File: config.mk
export PLATFORM = sky130hd
export DESIGN_NAME = uart_sort_tx_ctrl
export DESIGN_NICKNAME = d
export VERILOG_FILES = /design/src/rtl/uart_pkg.sv /design/src/rtl/uart_sort_buf.sv /design/src/rtl/uart_sort_tx_ctrl.sv
export SDC_FILE = /design/constraint.sdc
export NUM_CORES = 1
export LEC_CHECK = 0
export ABC_AREA = 1
export ABC_CLOCK_PERIOD_IN_PS = 3800
export BUFFER_PORTS_ARGS = -buffer_cell sky130_fd_sc_hd__clkbuf_2
export CORE_MARGIN = 2
export CORE_UTILIZATION = 63
export CTS_CLUSTER_SIZE = 14
export DETAILED_ROUTE_END_ITERATION = 8
export GPL_ROUTABILITY_DRIVEN = 0
export PLACE_DENSITY = 0.86
export SLEW_MARGIN = 0
export SYNTH_ARGS = -nofsm -noshare
export SYNTH_HDL_FRONTEND = slang
export SYNTH_SLANG_ARGS = --single-unit
export TNS_END_PERCENT = 5
File: constraint.sdc
create_clock -name i_Clock -period 3.8 [get_ports i_Clock]
set_clock_uncertainty 0.05 [all_clocks]
set_input_delay 0.38 -clock i_Clock [delete_from_list [all_inputs] [get_ports i_Clock]]
set_output_delay 0.38 -clock i_Clock [all_outputs]
set_load 0.005 [all_outputs]
File: src/rtl/uart_pkg.sv
// Shared types for the UART sort/transmit slice: controller and transmitter
// state encodings, byte width and the sort-order compare helper.
package uart_pkg;

  localparam int BYTE_W = 8;

  typedef enum logic [2:0] {
    ST_IDLE     = 3'd0,
    ST_SORT     = 3'd1,
    ST_TX_ISSUE = 3'd2,
    ST_TX_WAIT  = 3'd3,
    ST_DONE     = 3'd4
  } ctrl_state_e;

  typedef enum logic [2:0] {
    TX_IDLE    = 3'd0,
    TX_START   = 3'd1,
    TX_DATA    = 3'd2,
    TX_STOP    = 3'd3,
    TX_CLEANUP = 3'd4
  } tx_state_e;

  // Strict compare only, so equal bytes stay put and the sort is stable.
  function automatic logic needs_swap(input logic [BYTE_W-1:0] a,
                                      input logic [BYTE_W-1:0] b,
                                      input logic              ascend);
    return ascend ? (a > b) : (a < b);
  endfunction

endpackage

File: src/rtl/uart_sort_buf.sv
// Byte register file for the sort controller: one write port, one
// compare-swap port on adjacent entries (idx, idx+1) and one read port.
module uart_sort_buf
  import uart_pkg::*;
#(
  parameter int DEPTH  = 8,
  parameter int ASCEND = 1,
  parameter int IW     = $clog2(DEPTH)
) (
  input  logic              i_Clock,
  input  logic              wr_en,
  input  logic [IW-1:0]     wr_addr,
  input  logic [BYTE_W-1:0] wr_data,
  input  logic [IW-1:0]     cmp_idx,
  input  logic              swap_en,
  output logic              swap_needed,
  input  logic [IW-1:0]     rd_addr,
  output logic [BYTE_W-1:0] rd_data
);

  logic [BYTE_W-1:0] mem_r [0:(2**IW)-1];
  logic [IW-1:0]     nxt_idx_s;

  assign nxt_idx_s   = cmp_idx + IW'(1);
  assign swap_needed = needs_swap(mem_r[cmp_idx], mem_r[nxt_idx_s], (ASCEND != 0));
  assign rd_data     = mem_r[rd_addr];

  // Storage update: loads and swaps never coincide (IDLE vs SORT)
  always_ff @(posedge i_Clock) begin
    if (wr_en) begin
      mem_r[wr_addr] <= wr_data;
    end else if (swap_en) begin
      mem_r[cmp_idx]   <= mem_r[nxt_idx_s];
      mem_r[nxt_idx_s] <= mem_r[cmp_idx];
    end
  end

endmodule

File: src/rtl/uart_sort_tx_ctrl.sv
// Collects a burst of bytes, bubble-sorts them in place, then feeds them one
// at a time to uart_tx, pacing on its active/done handshake.
module uart_sort_tx_ctrl
  import uart_pkg::*;
#(
  parameter int DEPTH  = 8,
  parameter int ASCEND = 1,
  parameter int CW     = $clog2(DEPTH + 1)
) (
  input  logic              i_Clock,
  input  logic              i_Reset,
  input  logic              i_Load_DV,
  input  logic [BYTE_W-1:0] i_Load_Byte,
  input  logic              i_Start,
  output logic              o_Busy,
  output logic [CW-1:0]     o_Count,
  output logic              o_Load_Err,
  output logic              o_Tx_DV,
  output logic [BYTE_W-1:0] o_Tx_Byte,
  input  logic              i_Tx_Active,
  input  logic              i_Tx_Done,
  output logic              o_Done
);

  localparam int IW = $clog2(DEPTH);

  ctrl_state_e       state_r, state_s;
  logic [CW-1:0]     count_r, count_s, p_r, p_s, j_r, j_s, k_r, k_s, last_j_s;
  logic              swapped_r, swapped_s;
  logic              tx_done_prev_r, tx_done_rise_s;
  logic              wr_en_s, swap_en_s, swap_needed_s;
  logic [BYTE_W-1:0] rd_data_s, tx_byte_r, tx_byte_s;
  logic              busy_r, load_err_r, load_err_s, tx_dv_r, tx_dv_s, done_r;

  assign tx_done_rise_s = i_Tx_Done & ~tx_done_prev_r;
  assign last_j_s       = count_r - CW'(2) - p_r;

  uart_sort_buf #(
    .DEPTH  (DEPTH),
    .ASCEND (ASCEND),
    .IW     (IW)
  ) u_buf (
    .i_Clock     (i_Clock),
    .wr_en       (wr_en_s),
    .wr_addr     (count_r[IW-1:0]),
    .wr_data     (i_Load_Byte),
    .cmp_idx     (j_r[IW-1:0]),
    .swap_en     (swap_en_s),
    .swap_needed (swap_needed_s),
    .rd_addr     (k_r[IW-1:0]),
    .rd_data     (rd_data_s)
  );

  // Next-state, counter and output decode
  always_comb begin
    state_s    = state_r;
    count_s    = count_r;
    p_s        = p_r;
    j_s        = j_r;
    k_s        = k_r;
    swapped_s  = swapped_r;
    wr_en_s    = 1'b0;
    swap_en_s  = 1'b0;
    load_err_s = 1'b0;
    tx_dv_s    = 1'b0;
    tx_byte_s  = tx_byte_r;
    case (state_r)
      ST_IDLE: begin
        if (i_Load_DV) begin
          if (count_r < CW'(DEPTH)) begin
            wr_en_s = 1'b1;
            count_s = count_r + CW'(1);
          end else begin
            load_err_s = 1'b1;
          end
        end else begin
          wr_en_s = 1'b0;
        end
        // Start decision uses the post-load count so a same-cycle byte is included
        if (i_Start) begin
          p_s       = '0;
          j_s       = '0;
          k_s       = '0;
          swapped_s = 1'b0;
          if (count_s >= CW'(2)) begin
            state_s = ST_SORT;
          end else if (count_s == CW'(1)) begin
            state_s = ST_TX_ISSUE;
          end else begin
            state_s = ST_DONE;
          end
        end else begin
          state_s = ST_IDLE;
        end
      end
      ST_SORT: begin
        swap_en_s = swap_needed_s;
        if (j_r == last_j_s) begin
          if (!(swapped_r | swap_needed_s) || (p_r == count_r - CW'(2))) begin
            state_s = ST_TX_ISSUE;
            k_s     = '0;
          end else begin
            p_s       = p_r + CW'(1);
            j_s       = '0;
            swapped_s = 1'b0;
          end
        end else begin
          j_s       = j_r + CW'(1);
          swapped_s = swapped_r | swap_needed_s;
        end
      end
      ST_TX_ISSUE: begin
        if (!i_Tx_Active && !i_Tx_Done) begin
          tx_dv_s   = 1'b1;
          tx_byte_s = rd_data_s;
          state_s   = ST_TX_WAIT;
        end else begin
          state_s = ST_TX_ISSUE;
        end
      end
      ST_TX_WAIT: begin
        if (tx_done_rise_s) begin
          if (k_r == count_r - CW'(1)) begin
            state_s = ST_DONE;
          end else begin
            k_s     = k_r + CW'(1);
            state_s = ST_TX_ISSUE;
          end
        end else begin
          state_s = ST_TX_WAIT;
        end
      end
      ST_DONE: begin
        count_s = '0;
        state_s = ST_IDLE;
      end
      default: begin
        state_s = ST_IDLE;
      end
    endcase
    if (i_Load_DV && (state_r != ST_IDLE)) begin
      load_err_s = 1'b1;
    end else begin
      load_err_s = load_err_s;
    end
  end

  // State, counters and registered outputs
  always_ff @(posedge i_Clock or posedge i_Reset) begin
    if (i_Reset) begin
      state_r        <= ST_IDLE;
      count_r        <= '0;
      p_r            <= '0;
      j_r            <= '0;
      k_r            <= '0;
      swapped_r      <= 1'b0;
      tx_done_prev_r <= 1'b1;
      busy_r         <= 1'b0;
      load_err_r     <= 1'b0;
      tx_dv_r        <= 1'b0;
      tx_byte_r      <= 8'h00;
      done_r         <= 1'b0;
    end else begin
      state_r        <= state_s;
      count_r        <= count_s;
      p_r            <= p_s;
      j_r            <= j_s;
      k_r            <= k_s;
      swapped_r      <= swapped_s;
      tx_done_prev_r <= i_Tx_Done;
      busy_r         <= (state_s != ST_IDLE);
      load_err_r     <= load_err_s;
      tx_dv_r        <= tx_dv_s;
      tx_byte_r      <= tx_byte_s;
      done_r         <= (state_s == ST_DONE);
    end
  end

  assign o_Busy     = busy_r;
  assign o_Count    = count_r;
  assign o_Load_Err = load_err_r;
  assign o_Tx_DV    = tx_dv_r;
  assign o_Tx_Byte  = tx_byte_r;
  assign o_Done     = done_r;

endmodule

Word level (Yosys, flattened, before mapping)
Memories as Yosys holds them, arrays and structs flattened. A register that Yosys moved wholly into a read port is not among the register bits.
Index checks and enable logic that the tools add are counted.

storage, ports and cells
  register bits after elaboration = 25
  bits in writable memories = 64
  output and inout bits = 16
  word-level logic and storage cells = 106
  memories kept = 1

operators by class
  $add $sub $neg = 8
  $lt $le $gt $ge = 3
  equal/unequal tests = 16
  mux-type cells = 47
  bitwise logic cells = 3
  reductions and logical operators = 17

memories
  memory       depth  width  rd ports  clocked after memory_dff  wr ports  line                 RTL
  u_buf.mem_r  8      8      3         1                         2         uart_sort_buf.sv:21  logic [BYTE_W-1:0] mem_r [0:(2**IW)-1];

operator list
  cell                   number
  $mux W4                12
  $mux W3                8
  $pmux W4 S2            3
  $mux W1                20
  $add A4 B1 Y4 const B  4
  $eq A4 B4 Y1           3
  $ne A2 B2 Y1 const B   6
  $pmux W3 S4            1
  $pmux W4 S3            1
  $reduce_bool A3 Y1     3
  $gt A8 B8 Y1           1
  $mux W8                1
  $reduce_or A8 Y1       1
  $eq A3 B2 Y1 const B   2
  $eq A3 B3 Y1 const B   2
  $reduce_and A6 Y1      1
  $eq A4 B1 Y1 const B   1
  $ge A4 B2 Y1 const B   1
  $lt A4 B4 Y1 const B   1
  $reduce_and A4 Y1      1
  $reduce_bool A2 Y1     2
  $sub A4 B1 Y4 const B  1
  $sub A4 B2 Y4 const B  1
  $sub A4 B4 Y4          1
  other kinds (13)       16

Logic depth before layout (Yosys ltp)
  word-level depth = 10
  mapped depth = 25
  mapped depth without buffers = 23

Modules after synthesis
From an unflattened synthesis, not the netlist that was laid out.

unflattened totals
  cells, all modules = 1,055
  area, all modules = 7,538.5 um^2

by module, submodules not included
  module             instances  cells each  area each (um^2)  sequential area each (um^2)
  uart_sort_buf      1          772         5,454.0           1,921.8
  uart_sort_tx_ctrl  1          283         2,084.5           827.0

Least setup slack after synthesis
Ideal clock, no wire load.

  path kind = reg-to-reg
  start = register j_r[0]
  end = memory u_buf.mem_r[7][1] (enable)
  library setup time = 0.329 ns
  arrival = 2.788 ns
  setup slack = 0.633 ns
  cell stages (with the launch flop) = 23
  path buffers = 1
  clock period less this slack = 3.167 ns
  cell sequence = dfrtp_1 ha_1 or2_4 nand2_4 nand2_4 inv_1 nand2_1 nand2_1 nor2_2 ha_1 nand2_1 inv_1 nand2_1 nand2_1 nand2_1 nand2_2 nand3_4 buf_6 o21ai_0 inv_1 nor2_1 nand2_1 nand2_1

RTL lines
  element                 line                      RTL
  start, declared         uart_sort_tx_ctrl.sv:28   logic [CW-1:0] count_r, count_s, p_r, p_s, j_r, j_s, k_r, k_s, last_j_s;
  start signal, assigned  uart_sort_tx_ctrl.sv:167  j_r <= j_s;
  end, declared           uart_sort_buf.sv:21

==> summary.md <==
| Metric | Value |
|---|---|
| Status | complete, but fails checks |
| Failing checks | hold timing |
| DR DRC count | 0 |
| DRT Pass-1 Iters | 6 |
| Power per Cell Area | 1040 nW/um^2 |
| Max cap viols | 0 |
| Post-placement cell count | between 1000 and 1500 |
| Worst-path clk slew | 0.11 ns |
| Worst path cell trace | ha_1 > or2_4 > nand2_4 > nand2_2 > inv_2 > nand2_1 > nand2_1 > nor2_2 > ha_1 > nand2_1 > inv_1 > nand2_1 > nand2_1 > nand2_1 > nand2_2 > nand3_4 > o21ai_0 > inv_1 > nor2_1 > nand2_1 > nand2_2 |
| N_diodes | 0 |
| Clock Latency Late Sink | 0.41 ns |
| P_leak | 3.30 nW |
| FF-to-FF End | u_buf.mem_r[1][6]$_DFFE_PP_ |
| Cells on worst reg2reg path | 21 |
| First-pass GRT wire length | 31300 um |
| Clock root cell | clkbuf_8 |
| Critical path capture point type | flop |
| Worst-margin pin slew | 0.688 ns |
| Gr usage total | 0.347 |
| Layout Nets | 977 |
| Synth Area in Compound Gates | 0.195 |
| Final hold viol count | 32 |
| Crit path largest cell delay | 0.44 ns |
| Synth Warn # | 0 |
| TritonCTS buffer count | 9 |
| Vias | ~6700 |
| Initial antenna violation count | 1 |
| Final ANT Viol Nets | 0 |
| Layout fillers | 907 |
| EDFF count, synth | 64 |
| Crit path DAT | 3.59 ns |
| Clock sink count | slightly below 100 |
| Top Ports | 30 |
| Post-synthesis cell count | between 900 and 1000 |
| Synthesized flop and latch total | 97 |
| Avg Synthesized Cell Area | 7.50 sq um |
| Most frequent cells in the layout | nand2_1 (177), o21ai_0 (127), nand3_1 (103) |
| Die ar. | 12000 sq um |
| Starting density of the core | 0.646 |
| Post-Route WL | roughly 20000 um |
| Dpl ws | 0.239 ns |
| Startpoint type of the worst setup path | flop |
| CTS max path bufs | 2 |
| Layout cell share with drive strength beyond 1 | 0.135 |
| Syn Nets | 971 |
| Die width | approximately 110 um |
| Post_cts resized | 0 |
| Multiplexer share of the synthesized area | 0.00142 |
| Die H | 110 um |
| Global route total overflow | 0 |
| Avg WL per Cell | 18.3 um |
| Rel. slew slack | 0.541 |
| Synth unique cells | 45 |
| Vias in the first global route | 5898 |
| Seq/Total Area, Yosys | 0.391 |
| Synth Area in XOR/XNOR | 0.0149 |
| Final Non-Filler Cells | 1088 |
| Main synth FF type | edfxtp_1 |
| Final Max Slew Viols | 0 |
| DR vias/cell | 6.19 |
| R2R setup slack | 0.26 ns |
| Largest net degree at the start of global routing | 77 |
| Synth async-reset ratio | 0.340 |
| Setup-failing EPs final | 0 |
| Starting DRT DRC Count | about 1100 |
| Buf/Inv on CP | 3 |
| Worst path slowest cell | dfrtp_2 |
| Peak supply drop | 0.538 mV |
| Crit Path Max Fanout | 13 |
| Area grow syn2layout | 5.37% |
| Port bufs | 29 |
| Fin crit share | 0.932 |
| PnR worst setup slack | 0.260 ns |
| Hold WS | -0.0154 ns |
| Commonest non-fill, non-tap cell in the layout | nand2_1 |
| Largest family of logic cells by synthesized area | simple AND/OR/NAND/NOR gates |
| H-tree levels | 3 |
| Total core area | 10900 sq um |
| Fmax | 282 MHz |
| Crit path max-delay family | simple AND/OR/NAND/NOR gates |
| Simple-Gate Fraction of Synth Area | 0.267 |
| Row count | 38 |
| Post-layout util | 0.681 |
| Adder-cell share of the synthesized area | 0.0367 |
| Most used cell, CP | nand2_1 |
| Setup CP Type | flop to flop |
| Post-DP HPWL | 14700 um |
| CTS Hold Bufs | 0 |
| CTS tree | done |
| RR Startpoint | j_r[0]$_DFFE_PP0P_ |
| Min cycle time layout | 3.54 ns |
| Worst Path Required | 3.85 ns |
| Hold WC Path Type | primary input to asynchronous set/reset pin |
| Syn Std Cell Area | around 7000 sq um |
| # Post-CTS Setup Buffers | 0 |
| Setup TNS | 0 ns |
-- cell families after synthesis --
group / after synthesis
AOI/OAI and AO/OA: 257
adders and majority gates: 20
buffers and inverters: 143
and+or+nand+nor: 407
xor gates and xnor gates: 12
muxes: 1
DFF: 97
-- layout make-up --
| class | count | area [sq um] | area share |
|---|---|---|---|
| well taps | 140 | 175 | 0.0236 |
| clock buffers | 9 | 124 | 0.0167 |
| multi-input cells | 697 | 3640 | 0.491 |
| flip-flops and latches | 97 | 2750 | 0.371 |
| inverters | 91 | 347 | 0.0468 |
| repair buffers | 47 | 284 | 0.0383 |
| clock inverters | 7 | 90.1 | 0.0122 |
-- sequential cells by signal (all words and copies together) (netlist names) --
signal / count
o_Load_Err: 1
o_Tx_Byte: 8
swapped_r: 1
j_r: 4
tx_done_prev_r: 1
state_r: 3
o_Busy: 1
o_Done: 1
o_Tx_DV: 1
o_Count: 4
k_r: 4
p_r: 4
u_buf.mem_r: 64
-- synth_stat cells, types with 3 or more instances --
cell,count,area (sq um)
o22ai_1,6,37.5
nor2_1,62,233
clkbuf_1,18,67.6
buf_6,10,113
edfxtp_1,64,1920
nor2_2,7,43.8
o211ai_1,17,128
o21ai_0,127,636
nand3_1,103,515
o21ai_2,5,43.8
or2_2,7,43.8
ha_1,19,238
nand4_1,9,56.3
dfrtp_1,32,801
inv_2,3,11.3
buf_2,20,100
nand2_2,16,100
inv_1,86,323
nor2_4,5,56.3
xor2_1,6,52.6
xnor2_1,6,52.6
o21ai_1,44,220
nand2_4,6,67.6
a21oi_1,55,275
nand2_1,184,691
-- power breakdown --
group / total, mW / switching, mW / internal, mW
combinational: 5.01 / 3.43 / 1.58
clock: 0.757 / 0.432 / 0.325
sequential: 1.95 / 0.288 / 1.66
-- worst max path at each step --
| stage | start | end | slack, ns | cells after the start |
|---|---|---|---|---|
| 4_1_cts | j_r[0]$_DFFE_PP0P_ | u_buf.mem_r[1][6]$_DFFE_PP_ | 0.23 | 16 |
| 3_3_place_gp | j_r[0]$_DFFE_PP0P_ | u_buf.mem_r[4][6]$_DFFE_PP_ | 0.31 | 17 |
| 6_report | j_r[0]$_DFFE_PP0P_ | u_buf.mem_r[1][6]$_DFFE_PP_ | 0.26 | 21 |
| 2_1_floorplan | j_r[0]$_DFFE_PP0P_ | u_buf.mem_r[7][1]$_DFFE_PP_ | 0.63 | 22 |
| 5_1_grt | j_r[0]$_DFFE_PP0P_ | u_buf.mem_r[3][1]$_DFFE_PP_ | -0.05 | 21 |
| 3_5_place_dp | j_r[0]$_DFFE_PP0P_ | u_buf.mem_r[1][6]$_DFFE_PP_ | 0.24 | 16 |
-- per-layer routing --
metal  up-vias  GRT usage  wire length [um]  part of all wire
met1      3064      0.499              8000              0.40
met3        53      0.100              2580              0.13
met4         2      0.121               479             0.024
met5         -          0                11           0.00055
met2       407      0.498              8890              0.45
li1       3205          -                 -                 -
-- through the flow --
stage	instance area [sq um]	hold WS, ns	power (mW)
global placement	7170	0.409	6.63
finish	7410	-0.0154	7.71
detailed placement	7170	0.419	6.78
floorplan	7030	0.334	5.63
CTS	7390	0.00236	7.54
global route	7410	0.0394	8.37
-- worst min-delay path: stages --
cell and delay, ns:
clkbuf_2 0.08, inv_1 0.04, buf_4 0.37
No activity file was read; power rests on OpenSTA's default activity.
